**config.mk**
```make
export PLATFORM = sky130hd
export DESIGN_NAME = alu_exec_stage
export DESIGN_NICKNAME = d
export VERILOG_FILES = /design/src/rtl/alu_exec_stage_pkg.sv /design/src/rtl/alu_exec_stage_alu_core.sv /design/src/rtl/alu_exec_stage.sv
export SDC_FILE = /design/constraint.sdc
export NUM_CORES = 1
export LEC_CHECK = 0
export ABC_AREA = 1
export BUFFER_PORTS_ARGS = -buffer_cell sky130_fd_sc_hd__buf_2
export CORE_MARGIN = 5
export CORE_UTILIZATION = 50
export DETAILED_ROUTE_END_ITERATION = 7
export PLACE_DENSITY = 0.84
export SLEW_MARGIN = 0
export SYNTH_ARGS = -nofsm -noshare
export SYNTH_HDL_FRONTEND = slang
export SYNTH_SLANG_ARGS = --single-unit
```
**constraint.sdc**
```tcl
create_clock -name clk -period 2.1 [get_ports clk]
set_input_delay 0.105 -clock clk [delete_from_list [all_inputs] [get_ports clk]]
set_output_delay 0.105 -clock clk [all_outputs]
set_load 0.1 [all_outputs]
```
**src/rtl/alu_exec_stage_pkg.sv**
```systemverilog
// Shared ALU opcode constants and execute-stage storage states.
// Used by the ALU decoder and the execute stage.
package alu_exec_stage_pkg;

  localparam logic [3:0] ALU_AND = 4'b0000;
  localparam logic [3:0] ALU_OR  = 4'b0001;
  localparam logic [3:0] ALU_ADD = 4'b0010;
  localparam logic [3:0] ALU_SUB = 4'b0110;
  localparam logic [3:0] ALU_SLT = 4'b0111;

  typedef enum logic [1:0] {
    EMPTY = 2'd0,
    ONE   = 2'd1,
    FULL  = 2'd2
  } stage_state_e;

endpackage

```
**src/rtl/alu_exec_stage_alu_core.sv**
```systemverilog
// Combinational ALU: AND/OR/ADD/SUB/SLT.
// Unknown opcodes yield zero and flag illegal.
module alu_core
  import alu_exec_stage_pkg::*;
#(
  parameter int WIDTH = 32
) (
  input  logic [3:0]       alu_control,
  input  logic [WIDTH-1:0] a,
  input  logic [WIDTH-1:0] b,
  output logic [WIDTH-1:0] result,
  output logic             zero,
  output logic             illegal
);

  logic lt;

  assign lt = $signed(a) < $signed(b);

  always_comb begin
    result  = '0;
    illegal = 1'b0;
    unique case (alu_control)
      ALU_AND: result = a & b;
      ALU_OR:  result = a | b;
      ALU_ADD: result = a + b;
      ALU_SUB: result = a - b;
      ALU_SLT: result = {{(WIDTH-1){1'b0}}, lt};
      default: illegal = 1'b1;
    endcase
  end

  assign zero = (result == '0);

endmodule

```
**src/rtl/alu_exec_stage.sv**
```systemverilog
// ALU execute stage with main + skid register and
// a registered in_ready that ignores out_ready.
module alu_exec_stage
  import alu_exec_stage_pkg::*;
#(
  parameter int WIDTH     = 32,
  parameter int CNT_WIDTH = 16
) (
  input  logic                 clk,
  input  logic                 rst,
  input  logic                 in_valid,
  output logic                 in_ready,
  input  logic [3:0]           alu_control,
  input  logic [WIDTH-1:0]     src_a,
  input  logic [WIDTH-1:0]     src_b,
  output logic                 out_valid,
  input  logic                 out_ready,
  output logic [WIDTH-1:0]     result,
  output logic                 zero,
  output logic                 illegal,
  output logic [CNT_WIDTH-1:0] op_count
);

  stage_state_e state;
  stage_state_e state_next;

  logic [WIDTH-1:0] alu_result;
  logic             alu_zero;
  logic             alu_illegal;

  logic [WIDTH-1:0] skid_result;
  logic             skid_zero;
  logic             skid_illegal;

  logic in_xfer;
  logic out_xfer;
  logic load_main;
  logic load_skid;
  logic skid_to_main;

  alu_core #(.WIDTH(WIDTH)) u_alu_core (
    .alu_control(alu_control),
    .a          (src_a),
    .b          (src_b),
    .result     (alu_result),
    .zero       (alu_zero),
    .illegal    (alu_illegal)
  );

  assign out_valid = (state != EMPTY);
  assign in_xfer   = in_valid && in_ready;
  assign out_xfer  = out_valid && out_ready;

  always_comb begin
    state_next   = state;
    load_main    = 1'b0;
    load_skid    = 1'b0;
    skid_to_main = 1'b0;
    unique case (state)
      EMPTY: begin
        if (in_xfer) begin
          state_next = ONE;
          load_main  = 1'b1;
        end
      end
      ONE: begin
        if (in_xfer && out_xfer) begin
          load_main = 1'b1;
        end else if (in_xfer) begin
          state_next = FULL;
          load_skid  = 1'b1;
        end else if (out_xfer) begin
          state_next = EMPTY;
        end
      end
      FULL: begin
        if (out_xfer) begin
          state_next   = ONE;
          skid_to_main = 1'b1;
        end
      end
      default: state_next = EMPTY;
    endcase
  end

  always_ff @(posedge clk) begin
    if (rst) begin
      state    <= EMPTY;
      in_ready <= 1'b1;
      op_count <= '0;
    end else begin
      state    <= state_next;
      // Registered ready: next state decides, never out_ready directly
      in_ready <= (state_next != FULL);
      if (out_xfer) op_count <= op_count + CNT_WIDTH'(1);
    end
  end

  always_ff @(posedge clk) begin
    if (rst) begin
      result  <= '0;
      zero    <= 1'b0;
      illegal <= 1'b0;
    end else if (load_main) begin
      result  <= alu_result;
      zero    <= alu_zero;
      illegal <= alu_illegal;
    end else if (skid_to_main) begin
      result  <= skid_result;
      zero    <= skid_zero;
      illegal <= skid_illegal;
    end
  end

  always_ff @(posedge clk) begin
    if (rst) begin
      skid_result  <= '0;
      skid_zero    <= 1'b0;
      skid_illegal <= 1'b0;
    end else if (load_skid) begin
      skid_result  <= alu_result;
      skid_zero    <= alu_zero;
      skid_illegal <= alu_illegal;
    end
  end

endmodule

```
# Word level (Yosys, flattened, before mapping)
# Index checks and enable logic that the tools add are counted.
# W data, S select, Z words.
[totals]
register_bits = 87
inputBits = 72
output_inout_bits = 52
word_cells = 52
[op_classes]
add_sub_neg = 3
n_lt_le_gt_ge = 1
n_eq_ne = 7
muxes = 21
n_bitwise = 2
n_reduce_logical = 9
[op_table]
columns = ["cell", "count"]
rows = [
  ["$pmux W32 S5", 1],
  ["$mux W32", 2],
  ["$add A32 B32 Y32", 1],
  ["$and A32 B32 Y32", 1],
  ["$logic_not A32 Y1", 1],
  ["$lt A32 B32 Y1", 1],
  ["$or A32 B32 Y32", 1],
  ["$sub A32 B32 Y32", 1],
  ["$add A16 B1 Y16 const B", 1],
  ["$mux W1", 11],
  ["$mux W2", 5],
  ["$eq A4 B3 Y1 const B", 2],
  ["$pmux W2 S3", 1],
  ["$reduce_or A5 Y1", 1],
  ["$eq A4 B1 Y1 const B", 1],
  ["$eq A4 B2 Y1 const B", 1],
  ["$logic_not A4 Y1", 1],
  ["$reduce_bool A2 Y1", 2],
  ["$logic_and A1 B1 Y1", 3],
  ["$eq A2 B1 Y1 const B", 1],
  ["$eq A2 B2 Y1 const B", 1],
  ["$logic_not A2 Y1", 1],
  ["$ne A2 B2 Y1 const B", 1],
  ["$pmux W1 S2", 1],
]

# Longest topological paths before layout
[depth]
ltp_word = 7
ltp_mapped = 21
ltp_nobuf = 20

# Modules after synthesis
# A second synthesis with hierarchy kept.
[unflattened]
cells_unflattened = 1914
hier_area_um2 = 10393.7
[by_module_without_submodules]
columns = ["mod", "instances", "cells_each", "area_per_inst_um2", "seq_area_each_um2"]
rows = [
  ["alu_core", 1, 1372, 6687.7, 0.0],
  ["alu_exec_stage", 1, 542, 3706.1, 1741.7],
]

# Least setup slack after synthesis
# OpenSTA, ideal clock, no wires.
[synth_timing]
kind = "register to register"
from = "register op_count[0]"
to = "register op_count[14]"
setup_ns = 0.121
t_arrival_ns = 2.461
required_ns = 1.979
path_slack_ns = -0.482
path_stages_with_launch = 13
path_buffers = 0
period_less_slack_ns = 2.582
cell_sequence = "dfxtp_1 -> ha_1 -> inv_1 -> nor3_1 -> nand3_1 -> nor2_1 -> inv_1 -> nor3_1 -> inv_1 -> nor3_1 -> nand2_1 -> o21ai_0 -> a21oi_1"
[synth_between]
elab_chain_cells = 1
[synth_rtl]
columns = ["element", "line", "text"]
rows = [
  ["start, declared", "alu_exec_stage.sv:21", "output logic [CNT_WIDTH-1:0] op_count"],
  ["start signal, assigned", "alu_exec_stage.sv:95", "if (out_xfer) op_count <= op_count + CNT_WIDTH'(1);"],
  ["$add A16 B1 Y16", "alu_exec_stage.sv:95", ""],
]
# No other way between the ends.
# A chain may end at the register's enable or synchronous reset.

# Worst setup path in the final report
[layout_timing]
from = "input src_b[2]"
to = "register skid_zero"
[layout_between]
elab_chain_cells = 3
word_cells_on_any_way = 7
cone_classes = "add/sub: 2; order compare: 1; mux: 1; bitwise: 2; reduce/logical: 1"
[layout_rtl]
columns = ["element", "line", "text"]
rows = [
  ["start, declared", "alu_exec_stage.sv:15", "input logic [WIDTH-1:0] src_b,"],
  ["$sub A32 B32 Y32 (tied with other cells)", "alu_exec_stage_alu_core.sv:27", "ALU_SUB: result = a - b;"],
  ["$pmux W32 S5 (*)", "alu_exec_stage_alu_core.sv:23", "unique case (alu_control)"],
  ["$logic_not A32 Y1 (*)", "alu_exec_stage_alu_core.sv:33", "assign zero = (result == '0);"],
  ["end signal, assigned", "alu_exec_stage.sv:122", "skid_zero <= alu_zero;"],
  ["end, declared", "alu_exec_stage.sv:32", "logic skid_zero;"],
]
# Every way passes the cells marked *; elsewhere a longest branch is shown, timed or not.

==> results <==
- In the finished design, the share of the clock period the worst path needs comes to 98.7%.
- The top-level port count is 124.
- The share of the yosys chip area belonging to registers is 17.2%.
- The number of failing hold endpoints at the final stage is 0.
- The minimum hold slack is 0.172 ns.
- The placement-stage worst setup slack is -0.570 ns.
- The clock period minus final worst setup slack is 2.07 ns.
- The net count of the finished layout is 2352.
- The leftover overflow at the end of global routing is 0.
- The class of the worst hold path is in -> reg.
- The area share of fa/ha/maj cells after synthesis is 12.7%.
- The area overhead of the layout relative to synthesis is 42.3%.
- The finished cells cover 14400 um^2.
- The average cell area after synthesis is 5.56 um^2.
- Of the total power, combinational logic draws 49.0%.
- The multiplexer fraction of the synthesized cell area is 0%.
- The clock sink count is 87.
- The wire-length estimate of the detail-placed layout is 28700 um.
- 0 antenna diodes ended up in the layout.
- At the pin with the least slew margin, the transition time is 0.607 ns.
- The run finished with clean final reports.
- Dividing the detail-routed via count by the number of cells gives 5.15.
- For the final routed database, the setup TNS stands at 0 ns.
- The synthesized design spends more area on one cell type than any other, namely sky130_fd_sc_hd__nand2_1.
- The net switching fraction of the power is 40.4%.
- The total chip power is 6.91 mW.
- The post-detailed-route wirelength per cell is 14.9 um.
- Once the floorplan was initialized, standard cells occupied 50.4% of the core.
- The overall die height is 152 um.
- The number of DRC violations after detailed routing is 0.
- The worst setup skew after layout is 0.00635 ns.
- The flop and latch count out of synthesis is 87.
- Yosys mapped a number of flops with a built-in enable equal to 0.
- The clock-pin slew of the registers on the worst-case setup and hold paths is 0.06 ns.
- Max-cap violations in this run came to 0.
- After floorplanning, the core was sized to cover 20100 um^2.
- The clock tree root driver cell is sky130_fd_sc_hd__clkbuf_16.
- The leakage power total is 8.03 nW.
- The async set-or-reset flop fraction in the synthesized netlist is 0%.
- Along the worst path, the maximum fanout reaches 6.
- Data on the critical path is required at its endpoint by 2.37 ns.
- The number of endpoints failing setup at the final stage is 0.
- TritonCTS built the clock tree.
- The critical path in this run is classified as in -> reg.
- The cell area after synthesis is 10100 um^2.
- The number of max-slew violations in the final report came to 0.
- The clock network latency to the later pin of the worst-skew pair is 0.34 ns.
- In this run, distinct cell masters in the synthesized netlist total 41.
- After floorplanning, the core was divided into 52 placement rows.
- The via count of the first global-routing pass was 11685.
- The final route contains 12625 vias.
- The worst-case IR drop observed on VDD is 0.000447 V.
- For this run, the top clock speed supported by timing is 482 MHz.
- The signal arrival time at the worst endpoint is 2.35 ns.
- Once placement completed, the tool counted placed cells totaling 2426.
- The number of nets handed over by synthesis was 1995.
- The element type at the critical path end is a register.
- By area, the combinational part of the netlist is dominated by simple AND/OR/NAND/NOR gates.
- The launching element type of the critical path is an input port.
- At the end of routability-driven placement, the weighted congestion stood at 1.01.
- Of the cells placed in the final design, the portion with a size suffix greater than 1 is 31.8%.
- The power per standard cell area is 479 nW/um^2.
- The final wirelength is 36600 um.
- The initial antenna violation count is 0.
- The number of detailed-routing iterations run before antenna repair is 6.
- The count of H-tree levels built during CTS is 3.
- The number of routed nets with antenna violations is 0.
- The gate count of the mapped netlist is 1821.
- The worst relative slew slack is 59.5%.
- The largest net degree at the start of global routing is 58.
- In this run, post-CTS hold repair placed 0 buffers.
- The synthesized netlist devotes 15.5% of its cell area to compound gates.
- Cell internal power was estimated by the tool at 4.12 mW.
- In the post-synthesis netlist, the biggest area contributors are sky130_fd_sc_hd__nand2_1 (19%), sky130_fd_sc_hd__dfxtp_1 (17%), sky130_fd_sc_hd__inv_1 (16%).
- The maximum clock insertion buffer count is 2.
- The synthesized netlist devotes 0.173% of its cell area to XOR and XNOR gates.
- The final setup slack of the worst path is 0.0263 ns.
- The number of warnings reported in the yosys synthesis log is 0.
- The switching power summed over all nets is 2.79 mW.
- The floorplan step defined a die boundary enclosing 23200 um^2.
- The die extent in x is 152 um.
- Buffers placed on the I/O ports in this run total 123.
- Cells fill 71.7% of the core in the end.
- The part of the power in registers is 25.7%.
- The first global-routing pass estimated 55800 um of wire.
- The top cell type's share of synthesized area is 18.7%.
- TritonCTS created 9 clock buffers.
- Among all flip-flop cells after synthesis, the most frequent one is sky130_fd_sc_hd__dfxtp_1.
- After the flow finishes, the layout carries non-filler instances totaling 2453.
- The total routing resource utilization after global routing is 28.7%.
- The number of DRC violations after detailed-routing iteration 0 is 876.
- After filler insertion, the fill cell instance count of the layout stands at 1680.
- The clock network burns 25.3% of the power.
- The fraction of the mapped netlist area in simple logic gates is 35.3%.
- Summing all placed instances gives a cell area of 12900 um^2.
## cell usage after synthesis (2+ instances only)
| master | n |
|---|---|
| sky130_fd_sc_hd__nand2_1 | 506 |
| sky130_fd_sc_hd__inv_1 | 424 |
| sky130_fd_sc_hd__nor2_1 | 146 |
| sky130_fd_sc_hd__nand3_1 | 125 |
| sky130_fd_sc_hd__a21oi_1 | 120 |
| sky130_fd_sc_hd__ha_1 | 100 |
| sky130_fd_sc_hd__o21ai_0 | 100 |
| sky130_fd_sc_hd__dfxtp_1 | 87 |
| sky130_fd_sc_hd__o22ai_1 | 30 |
| sky130_fd_sc_hd__clkbuf_1 | 25 |
| sky130_fd_sc_hd__nor3_1 | 16 |
| sky130_fd_sc_hd__buf_2 | 15 |
| sky130_fd_sc_hd__o211ai_1 | 15 |
| sky130_fd_sc_hd__nand4_1 | 12 |
| sky130_fd_sc_hd__nor2_2 | 12 |
| sky130_fd_sc_hd__buf_4 | 10 |
| sky130_fd_sc_hd__a31oi_1 | 6 |
| sky130_fd_sc_hd__nand3_2 | 6 |
| sky130_fd_sc_hd__nor3_2 | 6 |
| sky130_fd_sc_hd__inv_2 | 5 |
| sky130_fd_sc_hd__nand2_2 | 5 |
| sky130_fd_sc_hd__o21ai_1 | 5 |
| sky130_fd_sc_hd__o21bai_1 | 5 |
| sky130_fd_sc_hd__a221oi_1 | 4 |
| sky130_fd_sc_hd__buf_1 | 4 |
| sky130_fd_sc_hd__buf_6 | 4 |
| sky130_fd_sc_hd__nand3b_1 | 4 |
| sky130_fd_sc_hd__or2_2 | 4 |
| sky130_fd_sc_hd__and3_1 | 3 |
| sky130_fd_sc_hd__clkinv_1 | 3 |
| sky130_fd_sc_hd__and2_1 | 2 |
| sky130_fd_sc_hd__fa_1 | 2 |
| sky130_fd_sc_hd__xor2_1 | 2 |
## layout by cell type, fill, tap and decap left out, types with 30 or more instances in the layout
master / Yosys / layout
sky130_fd_sc_hd__a21oi_1: 120 / 102
sky130_fd_sc_hd__o21ai_0: 100 / 90
sky130_fd_sc_hd__buf_2: 15 / 120
sky130_fd_sc_hd__o22ai_1: 30 / 30
sky130_fd_sc_hd__nor2_1: 146 / 96
sky130_fd_sc_hd__buf_4: 10 / 274
sky130_fd_sc_hd__nand2_1: 506 / 449
sky130_fd_sc_hd__nand2_2: 5 / 54
sky130_fd_sc_hd__nand3_1: 125 / 103
sky130_fd_sc_hd__inv_1: 424 / 398
sky130_fd_sc_hd__nor2_2: 12 / 46
sky130_fd_sc_hd__dfxtp_1: 87 / 79
sky130_fd_sc_hd__ha_1: 100 / 65
## final timing paths
check        slack, ns                      from                   endpoint  cells past startpoint
max reg2reg       0.11  op_count[0]$_SDFFE_PP0P_  op_count[12]$_SDFFE_PP0P_                     11
max               0.03                  src_b[2]     skid_zero$_SDFFE_PP0P_                     18
min               0.17                 out_ready        state[0]$_SDFF_PP0_                      4
min reg2reg       0.46   result[22]$_SDFFE_PP0P_    result[22]$_SDFFE_PP0P_                      2
## cell families (layout without fill, tap and decap cells)
group	Yosys count	in the layout
AND/OR/NAND/NOR	850	850
adder cells (fa/ha/maj)	102	102
buffers and inverters	491	853
AO/OA/AOI/OAI	289	289
XOR/XNOR	2	2
flip-flops	87	87
## per-layer routing
| metal | wire length, um | GRT usage [%] | vias to the layer above |
|---|---|---|---|
| li1 | - | - | 6321 |
| met1 | 15200 | 37.2 | 5727 |
| met2 | 17600 | 49.8 | 489 |
| met3 | 2730 | 3.64 | 88 |
| met4 | 1040 | 9.03 | 0 |
| met5 | 0 | 0 | - |
## flip-flops by register name (all words and copies together) (netlist names)
signal	cells
op_count	16
result	32
zero	1
skid_result	32
skid_illegal	1
illegal	1
state	2
skid_zero	1
in_ready	1
## area by class of cell
cell class	instances	area [um^2]	area share (%)
inverter	432	1630	11.3
clock inverter	5	80.1	0.555
multi-input combinational	1243	7570	52.5
timing repair buffer	405	2800	19.4
tap	270	338	2.34
sequential	87	1760	12.2
clock buffer	11	253	1.75
## timing repair
item / in CTS / in global routing
setup buffers: 2 / 11
pin swaps: 3 / 88
setup endpoints to repair: 5 / 50
resized for setup: 39 / 271
endpoints found under the hold margin: 0 / 0
## worst max-delay path: stages
cell and delay [ns]:
sky130_fd_sc_hd__buf_2 0.11, sky130_fd_sc_hd__inv_2 0.08, sky130_fd_sc_hd__ha_4 0.24, sky130_fd_sc_hd__nor2_2 0.17, sky130_fd_sc_hd__nand2_1 0.12, sky130_fd_sc_hd__nand2_2 0.14, sky130_fd_sc_hd__nand2_1 0.10, sky130_fd_sc_hd__nand2_2 0.12
sky130_fd_sc_hd__a21oi_1 0.08, sky130_fd_sc_hd__o21ai_0 0.09, sky130_fd_sc_hd__nand2_1 0.12, sky130_fd_sc_hd__nor2_4 0.15, sky130_fd_sc_hd__nand2_1 0.08, sky130_fd_sc_hd__nor2_2 0.16, sky130_fd_sc_hd__nand3_2 0.10, sky130_fd_sc_hd__nor2_4 0.13
sky130_fd_sc_hd__nand3_2 0.10, sky130_fd_sc_hd__a21oi_2 0.13
## power groups by stage
stage / Combinational, mW / Sequential [mW] / Clock, mW
global placement: 2.86 / 1.81 / 0
global route: 3.68 / 1.78 / 1.84
CTS: 2.98 / 1.77 / 1.77
floorplan: 1.41 / 2.18 / 0
finish: 3.38 / 1.78 / 1.75
detailed placement: 2.91 / 1.81 / 0
(Power assumes the default switching activity.)
